## src/rtl/cache_fill_fsm_pkg.sv

```systemverilog
// cache_fill_fsm shared definitions
// block geometry, counter width and FSM state encoding
package cache_fill_fsm_pkg;

  localparam int WORDS_PER_BLOCK   = 8;
  localparam int ADDR_W            = 16;
  localparam int DATA_W            = 16;
  localparam int BLOCK_OFFSET_BITS = 4;
  localparam int WORD_IDX_BITS     = 3;
  localparam int CNT_W             = WORD_IDX_BITS + 1;

  localparam logic [0:0] S_IDLE = 1'b0;
  localparam logic [0:0] S_FILL = 1'b1;

endpackage

```

## src/rtl/cache_fill_fsm_if.sv

```systemverilog
// cache_fill_fsm bus bundle
// CPU miss side, memory side and cache array side
interface cache_fill_fsm_if;
  import cache_fill_fsm_pkg::*;

  logic                     miss_detected;
  logic [ADDR_W-1:0]        miss_address;
  logic [DATA_W-1:0]        memory_data;
  logic                     memory_data_valid;
  logic                     fsm_busy;
  logic                     memory_read;
  logic [ADDR_W-1:0]        memory_address;
  logic                     write_data_array;
  logic [WORD_IDX_BITS-1:0] fill_word;
  logic [DATA_W-1:0]        fill_data;
  logic                     write_tag_array;

  modport slave (
    input  miss_detected, miss_address,
    input  memory_data, memory_data_valid,
    output fsm_busy, memory_read, memory_address,
    output write_data_array, fill_word, fill_data,
    output write_tag_array
  );

  modport master (
    output miss_detected, miss_address,
    output memory_data, memory_data_valid,
    input  fsm_busy, memory_read, memory_address,
    input  write_data_array, fill_word, fill_data,
    input  write_tag_array
  );

endinterface

```

## src/rtl/cache_fill_fsm_fill_counter.sv

```systemverilog
// fill_counter: small up-counter
// sync reset, clear has priority over enable
module fill_counter
  import cache_fill_fsm_pkg::*;
(
  input  logic             clk_i,
  input  logic             rst_i,
  input  logic             clr_i,
  input  logic             en_i,
  output logic [CNT_W-1:0] cnt_o
);

  logic [CNT_W-1:0] cnt_q, cnt_d;

  // next count: clear, increment or hold
  always_comb begin
    cnt_d = cnt_q;
    if (clr_i)     cnt_d = '0;
    else if (en_i) cnt_d = cnt_q + 1'b1;
  end

  // count register
  always_ff @(posedge clk_i) begin
    if (rst_i) cnt_q <= '0;
    else       cnt_q <= cnt_d;
  end

  assign cnt_o = cnt_q;

endmodule

```

## src/rtl/cache_fill_fsm.sv

```systemverilog
// cache_fill_fsm: miss-driven block fill controller
// issues 8 word reads, streams returns into the data array
module cache_fill_fsm
  import cache_fill_fsm_pkg::*;
(
  input logic               clk,
  input logic               rst,
  cache_fill_fsm_if.slave   bus
);

  localparam logic [CNT_W-1:0] LAST_WORD =
    CNT_W'(WORDS_PER_BLOCK - 1);

  logic [0:0]               state_q, state_d;
  logic [ADDR_W-1:0]        base_q, base_d;
  logic [CNT_W-1:0]         issue_cnt, recv_cnt;
  logic [WORD_IDX_BITS-1:0] issue_idx;
  logic                     in_fill, start;
  logic                     issue_en, recv_en, last_word;

  // all outputs are forced low while rst is asserted
  assign in_fill = (state_q == S_FILL) && !rst;
  assign start   = (state_q == S_IDLE) && !rst &&
                   bus.miss_detected;

  assign issue_en  = in_fill && !issue_cnt[CNT_W-1];
  assign recv_en   = in_fill && bus.memory_data_valid &&
                     !recv_cnt[CNT_W-1];
  assign last_word = recv_en && (recv_cnt == LAST_WORD);

  // once all requests are out, keep pointing at the last word
  assign issue_idx = issue_cnt[CNT_W-1] ?
                     '1 : issue_cnt[WORD_IDX_BITS-1:0];

  fill_counter u_issue_cnt (
    .clk_i (clk),
    .rst_i (rst),
    .clr_i (start),
    .en_i  (issue_en),
    .cnt_o (issue_cnt)
  );

  fill_counter u_recv_cnt (
    .clk_i (clk),
    .rst_i (rst),
    .clr_i (start),
    .en_i  (recv_en),
    .cnt_o (recv_cnt)
  );

  // FSM next state and block base capture
  always_comb begin
    state_d = state_q;
    base_d  = base_q;
    unique case (state_q)
      S_IDLE: begin
        if (bus.miss_detected) begin
          state_d = S_FILL;
          base_d  = {bus.miss_address[ADDR_W-1:BLOCK_OFFSET_BITS],
                     {BLOCK_OFFSET_BITS{1'b0}}};
        end
      end
      S_FILL: begin
        if (last_word) state_d = S_IDLE;
      end
    endcase
  end

  // state and base registers
  always_ff @(posedge clk) begin
    if (rst) begin
      state_q <= S_IDLE;
      base_q  <= '0;
    end else begin
      state_q <= state_d;
      base_q  <= base_d;
    end
  end

  // base has a zero offset field, so OR never carries
  assign bus.fsm_busy         = start || in_fill;
  assign bus.memory_read      = issue_en;
  assign bus.memory_address   = in_fill ?
    (base_q | ADDR_W'({issue_idx, 1'b0})) : '0;
  assign bus.write_data_array = recv_en;
  assign bus.fill_word        = recv_en ?
    recv_cnt[WORD_IDX_BITS-1:0] : '0;
  assign bus.fill_data        = recv_en ? bus.memory_data : '0;
  assign bus.write_tag_array  = last_word;

endmodule

```

## src/flat_wrapper.sv

```systemverilog
// flat-port wrapper written by rule: the top's interface ports become plain ports
module cache_fill_fsm_flat import cache_fill_fsm_pkg::*;
  (clk, rst, bus_miss_detected, bus_miss_address, bus_memory_data, bus_memory_data_valid, bus_fsm_busy, bus_memory_read, bus_memory_address, bus_write_data_array, bus_fill_word, bus_fill_data, bus_write_tag_array);
  cache_fill_fsm_if bus_i ();
  input logic clk;
  input logic rst;
  input wire logic [$bits(bus_i.miss_detected)-1:0] bus_miss_detected;
  input wire logic [$bits(bus_i.miss_address)-1:0] bus_miss_address;
  input wire logic [$bits(bus_i.memory_data)-1:0] bus_memory_data;
  input wire logic [$bits(bus_i.memory_data_valid)-1:0] bus_memory_data_valid;
  output wire logic [$bits(bus_i.fsm_busy)-1:0] bus_fsm_busy;
  output wire logic [$bits(bus_i.memory_read)-1:0] bus_memory_read;
  output wire logic [$bits(bus_i.memory_address)-1:0] bus_memory_address;
  output wire logic [$bits(bus_i.write_data_array)-1:0] bus_write_data_array;
  output wire logic [$bits(bus_i.fill_word)-1:0] bus_fill_word;
  output wire logic [$bits(bus_i.fill_data)-1:0] bus_fill_data;
  output wire logic [$bits(bus_i.write_tag_array)-1:0] bus_write_tag_array;
  assign bus_i.miss_detected = bus_miss_detected;
  assign bus_i.miss_address = bus_miss_address;
  assign bus_i.memory_data = bus_memory_data;
  assign bus_i.memory_data_valid = bus_memory_data_valid;
  assign bus_fsm_busy = bus_i.fsm_busy;
  assign bus_memory_read = bus_i.memory_read;
  assign bus_memory_address = bus_i.memory_address;
  assign bus_write_data_array = bus_i.write_data_array;
  assign bus_fill_word = bus_i.fill_word;
  assign bus_fill_data = bus_i.fill_data;
  assign bus_write_tag_array = bus_i.write_tag_array;
  cache_fill_fsm u_core (.clk(clk), .rst(rst), .bus(bus_i));
endmodule
```

## config.mk

```make
export PLATFORM = sky130hd
export DESIGN_NAME = cache_fill_fsm_flat
export DESIGN_NICKNAME = d
export VERILOG_FILES = /design/src/rtl/cache_fill_fsm_pkg.sv /design/src/rtl/cache_fill_fsm_if.sv /design/src/rtl/cache_fill_fsm_fill_counter.sv /design/src/rtl/cache_fill_fsm.sv /design/src/flat_wrapper.sv
export SDC_FILE = /design/constraint.sdc
export NUM_CORES = 1
export LEC_CHECK = 0
export ABC_CLOCK_PERIOD_IN_PS = 1660
export BUFFER_PORTS_ARGS = -buffer_cell sky130_fd_sc_hd__buf_4
export CAP_MARGIN = 40
export CELL_PAD_IN_SITES_DETAIL_PLACEMENT = 1
export CELL_PAD_IN_SITES_GLOBAL_PLACEMENT = 1
export CORE_MARGIN = 1.5
export CORE_UTILIZATION = 28
export DETAILED_ROUTE_END_ITERATION = 7
export PLACE_DENSITY_LB_ADDON = 0.1
export SYNTH_ARGS = -nofsm -noshare
export SYNTH_HDL_FRONTEND = slang
export SYNTH_SLANG_ARGS = --single-unit
```

## constraint.sdc

```tcl
create_clock -name clk -period 1.66 [get_ports clk]
set_clock_uncertainty 0.05 [all_clocks]
set_input_delay 0.249 -clock clk [delete_from_list [all_inputs] [get_ports clk]]
set_output_delay 0.249 -clock clk [all_outputs]
set_load 0.05 [all_outputs]
```

Yosys cells after proc, flatten, opt, wreduce, memory -nomap -nowiden

Index checks and enable logic that the tools add are counted.

Bits in registers: 21
Input port bits: 36

Eq/ne operators: 1
$add $sub $neg: 2
Mux-type cells: 7
Reduce and logical (&&, ||, !) cells: 13
Bitwise operators: 2

Operators by type and width:

| operator                                                         | count |
|---|---|
| 16-bit 2-to-1 mux                                                | 2 |
| 16-bit by 4-bit bitwise OR with 16-bit output                    | 1 |
| 4-bit by 1-bit adder with 4-bit output (second input constant)   | 2 |
| 1-bit logical AND                                                | 7 |
| 3-bit 2-to-1 mux                                                 | 2 |
| 4-bit by 3-bit == test with 1-bit output (second input constant) | 1 |
| 1-bit logical NOT                                                | 3 |
| 1-bit 2-to-1 mux                                                 | 2 |
| 1-bit one-hot mux with 2 select lines                            | 1 |
| 2-bit AND reduction                                              | 1 |
| 2-bit OR reduction                                               | 1 |
| 1-bit logical OR                                                 | 1 |
| 1-bit NOT                                                        | 1 |

Logic depth before layout (Yosys ltp)

Depth after elaboration: 7
Depth in mapped cells: 5

Modules after synthesis

Synthesis repeated with hierarchy kept, for this count alone.

Cell total of the unflattened synthesis: 136
Area, all modules: 1,104.8 um2

Modules (own cells, without submodules):

| module         | area an instance (um2) | times used | cells an instance |
|---|---|---|---|
| cache_fill_fsm | 749.5                  | 1          | 102 |
| fill_counter   | 177.7                  | 2          | 17 |

Worst setup path after synthesis

OpenSTA, ideal clock, no wires.

Path type: reg-to-output
Start: register u_core.state_q
End: output port bus_fill_data[10]
Setup slack: -91 ps
Path buffers: 2
Cell stages (with the launch flop): 5
Arrival time: 1,452 ps
Required time: 1,361 ps
Path through: dfxtp_1 nor4bb_4 buf_6 buf_6 and2_1

Longest elaborated chain between the ends: 4

RTL lines:

| element                         | RTL line             | RTL |
|---|---|---|
| from (decl)                     | cache_fill_fsm.sv:14 | `logic [0:0] state_q, state_d;` |
| from (signal assigned)          | cache_fill_fsm.sv:75 | `state_q <= state_d;` |
| 1-bit logical AND               | cache_fill_fsm.sv:22 | `assign in_fill = (state_q == S_FILL) && !rst;` |
| 1-bit logical AND (2 in series) | cache_fill_fsm.sv:27 | `assign recv_en = in_fill && bus.memory_data_valid &&` |
| net bus_write_data_array        | flat_wrapper.sv:14   | `output wire logic [$bits(bus_i.write_data_array)-1:0] bus_write_data_array;` |
| 16-bit 2-to-1 mux               | cache_fill_fsm.sv:88 | `assign bus.fill_data = recv_en ? bus.memory_data : '0;` |
| to (decl)                       | flat_wrapper.sv:16   | `output wire logic [$bits(bus_i.fill_data)-1:0] bus_fill_data;` |

The timed path passes the listed nets, and every way through them passes these cells.

Final worst setup path

Start: register u_core.u_recv_cnt.cnt_q[3], in the netlist u_core.u_recv_cnt.cnt_o[3]
End: output port bus_fill_data[10]

Longest elaborated chain between the ends: 3

RTL lines:

| element                | RTL line                          | RTL |
|---|---|---|
| from (decl)            | cache_fill_fsm_fill_counter.sv:13 | `logic [CNT_W-1:0] cnt_q, cnt_d;` |
| from (signal assigned) | cache_fill_fsm_fill_counter.sv:25 | `else cnt_q <= cnt_d;` |
| 1-bit logical NOT      | cache_fill_fsm.sv:28              | `!recv_cnt[CNT_W-1];` |
| 1-bit logical AND      | cache_fill_fsm.sv:27              |  |
| 16-bit 2-to-1 mux      | cache_fill_fsm.sv:88              |  |

Every way passes these cells.

==> run metrics <==
status finished, violations left; violated checks negative setup slack; synthesized flop and latch total 21; worst-path maximum fanout 6; gr usage total 16.5%; initial core utilization 29.1%; antenna violations before repair 0; fmax 573 MHz; Cell Area, Placed 0.00162 mm2; RSZ-0062 raised after global routing yes; worst slew pin tran 821 ps; Fill cells 395; clock sinks 21; synthesized area 0.00106 mm2; Cell variety after synth 26; Pwr Total 0.00121 W; # hold bufs at CTS 0; total gr overflow 0; CP Class reg2out; Final setup viols 21; WL final 3390 um; first-pass GRT wire length 5400 um; Final #Nets 223; Async SR Flop Fraction 0%; post-route ant nets 0; largest net degree at the start of global routing 13; row count 22; post-synth top area share 39.5%; minimum clock period after layout 1750 ps; number of max-cap violations 0; CP arrival 1450 ps; final period utilization 105%; Synth Area per Inst 9.95 um2; vias in the first global route 1124; CTS tree yes; TritonCTS buffer count 3; largest area contributor in the netlist dfxtp_1; CP peak stage delay 340 ps; CTS clk-pin slew, worst paths 70 ps; Via-to-Cell Ratio 4.68; top post-synthesis cells by area dfxtp_1 (39%), and2_1 (18%), a22o_1 (9.9%); synth warn 0; final setup margin -85.4 ps; Startpoint Class flip-flop; vias 1085; Die W 64.7 um; leakage 0.918 nW; critical path data required time 1360 ps; gpl congestion 0.641; DR pass1 iterations 4; pwr dens 613 mW/mm2; Seq/Total Area, Yosys 39.5%; synthesis-to-finish area growth 85.9%; Cell Chain, Critical Path nor4bb_4, buf_4, buf_6, and2_4, buf_8; CTS max path bufs 2; Root Driver clkbuf_8; port buffer count 69; Post-DP HPWL 2290 um; fin. max-slew vios 0; dominant synthesized flop cell dfxtp_1; DRC errors left 0; H-tree Lvls 1; Max transition margin 45.1%; core area 0.00366 mm2; number of flops mapped to enable cells by yosys 0; I/O Pins 75; footprint of the multi-input gates 619 um2; family with the most delay on the worst path buffers and inverters; Chip Height 64.7 um; fin area 0.00198 mm2; clk_lat worst skew 250 ps; Max VDD drop 0.474 mV; Buf/Inv on CP 3; share of cells above drive strength 1 62.5%; Ant. Diodes 0; Register Area 425 um2; die area 0.00418 mm2; syn nets 145; final hold vios 0; Syn Inst Count 107; crit path capture type output pin; Worst R2R Setup Slack 40 ps; DR WL/cell 14.6 um; crit path max-delay cell type dfxtp_2; DR iter-0 viols 9; worst hold path type in2reg
==> worst register-to-register path, delay by kind of cell (launching register included) <==
family                 cells  cell delay, ps
buffers and inverters      4             540
AOI/OAI and AO/OA          2             470
DFF                        1             370
and+or+nand+nor            1             150
==> state kept, by name (all words and copies together), names as in the netlist <==
name,cells
u_core.base_q,12
u_core.state_q,1
u_core.u_issue_cnt.cnt_o,4
u_core.u_recv_cnt.cnt_o,4
==> path summary, 6_finish.rpt <==
path	startpoint	to	cells past startpoint
worst max-delay path	u_core.u_recv_cnt.cnt_o[3]	bus_fill_data[10]	5
worst min-delay path	bus_miss_address[4]	u_core.base_q[4]	2
worst max register to register	u_core.state_q	u_core.u_recv_cnt.cnt_o[2]	7
worst min register to register	u_core.base_q[9]	u_core.base_q[9]	1
==> layer usage <==
layer | wire (um) | global-route usage, % | vias to the layer above
met5 | 0 | 0 | -
met3 | 338 | 5.03 | 2
met1 | 1290 | 17.4 | 512
met2 | 1740 | 31.0 | 52
met4 | 20 | 5.59 | 0
li1 | - | - | 519
==> cells in the mapped netlist (2+ instances only) <==
library cell and instances:
mux2i_1 2, inv_1 2, ha_1 2, nor2_1 7
o21a_1 3, a41oi_1 2, a22o_1 12, and2_1 31
nor2b_1 2, xnor2_1 2, buf_6 4, dfxtp_1 21
clkbuf_1 2, or2_2 2, buf_4 2
==> placed cells by master (no fill, tap or decap), drive strengths merged <==
| cell | Yosys | layout |
|---|---|---|
| a2111oi | 2 | 2 |
| a22o | 12 | 12 |
| a31o | 2 | 2 |
| a41oi | 2 | 2 |
| and2 | 31 | 31 |
| and3 | 1 | 1 |
| buf | 6 | 82 |
| clkbuf | 3 | 4 |
| conb | 1 | 1 |
| dfxtp | 21 | 21 |
| ha | 2 | 2 |
| inv | 2 | 2 |
| mux2i | 2 | 2 |
| nor2 | 7 | 7 |
| nor2b | 3 | 3 |
| nor3b | 2 | 2 |
| nor4bb | 1 | 1 |
| o21a | 3 | 3 |
| or2 | 2 | 2 |
| xnor2 | 2 | 2 |
==> through the flow <==
| step | cells | utilization, % | setup WS (ps) | hold WS (ps) | TNS (ps) |
|---|---|---|---|---|---|
| floorplan | 107 | - | 1.03 | 332 | 0 |
| global placement | 220 | 44.4 | 48.6 | 397 | 0 |
| detailed placement | 220 | 44.4 | 3.37 | 396 | 0 |
| CTS | 232 | 53.1 | -98.8 | 144 | -1800 |
| global route | 232 | 54.1 | -167 | 144 | -3210 |
| finish | 232 | 54.1 | -85.4 | 156 | -1410 |
==> repair_timing <==
item	4_1_cts	5_1_grt
buffers inserted	6	0
cloned	2	0
pin swaps	17	1
gates resized for setup	69	10
endpoints found under the setup margin	36	37
hold endpoints to repair	0	0
==> cell type report <==
cell class	instances	area share [%]
tap	48	3.03
sequential	21	21.5
inverter	2	0.379
timing repair buffer	82	41.5
multi-input combinational	75	31.3
clock buffer	4	2.28
==> kinds of logic (layout without fill, tap and decap cells) <==
kind of cell | after synthesis | after routing | synth area share [%]
adder cells (fa/ha/maj) | 2 | 2 | 2.35
multiplexers | 2 | 2 | 1.88
AO/OA/AOI/OAI | 21 | 21 | 17.5
other | 1 | 1 | 0.352
flip-flops | 21 | 21 | 39.5
buffers and inverters | 11 | 88 | 7.52
AND/OR/NAND/NOR | 47 | 47 | 29.3
XOR/XNOR | 2 | 2 | 1.65
==> power breakdown <==
group	total (W)	internal, W	switching [W]
combinational	0.000338	0.000168	0.000169
clock	0.000329	0.000171	0.000158
sequential	0.000547	0.000530	0.0000171
Power figures use the tool's default switching activity.
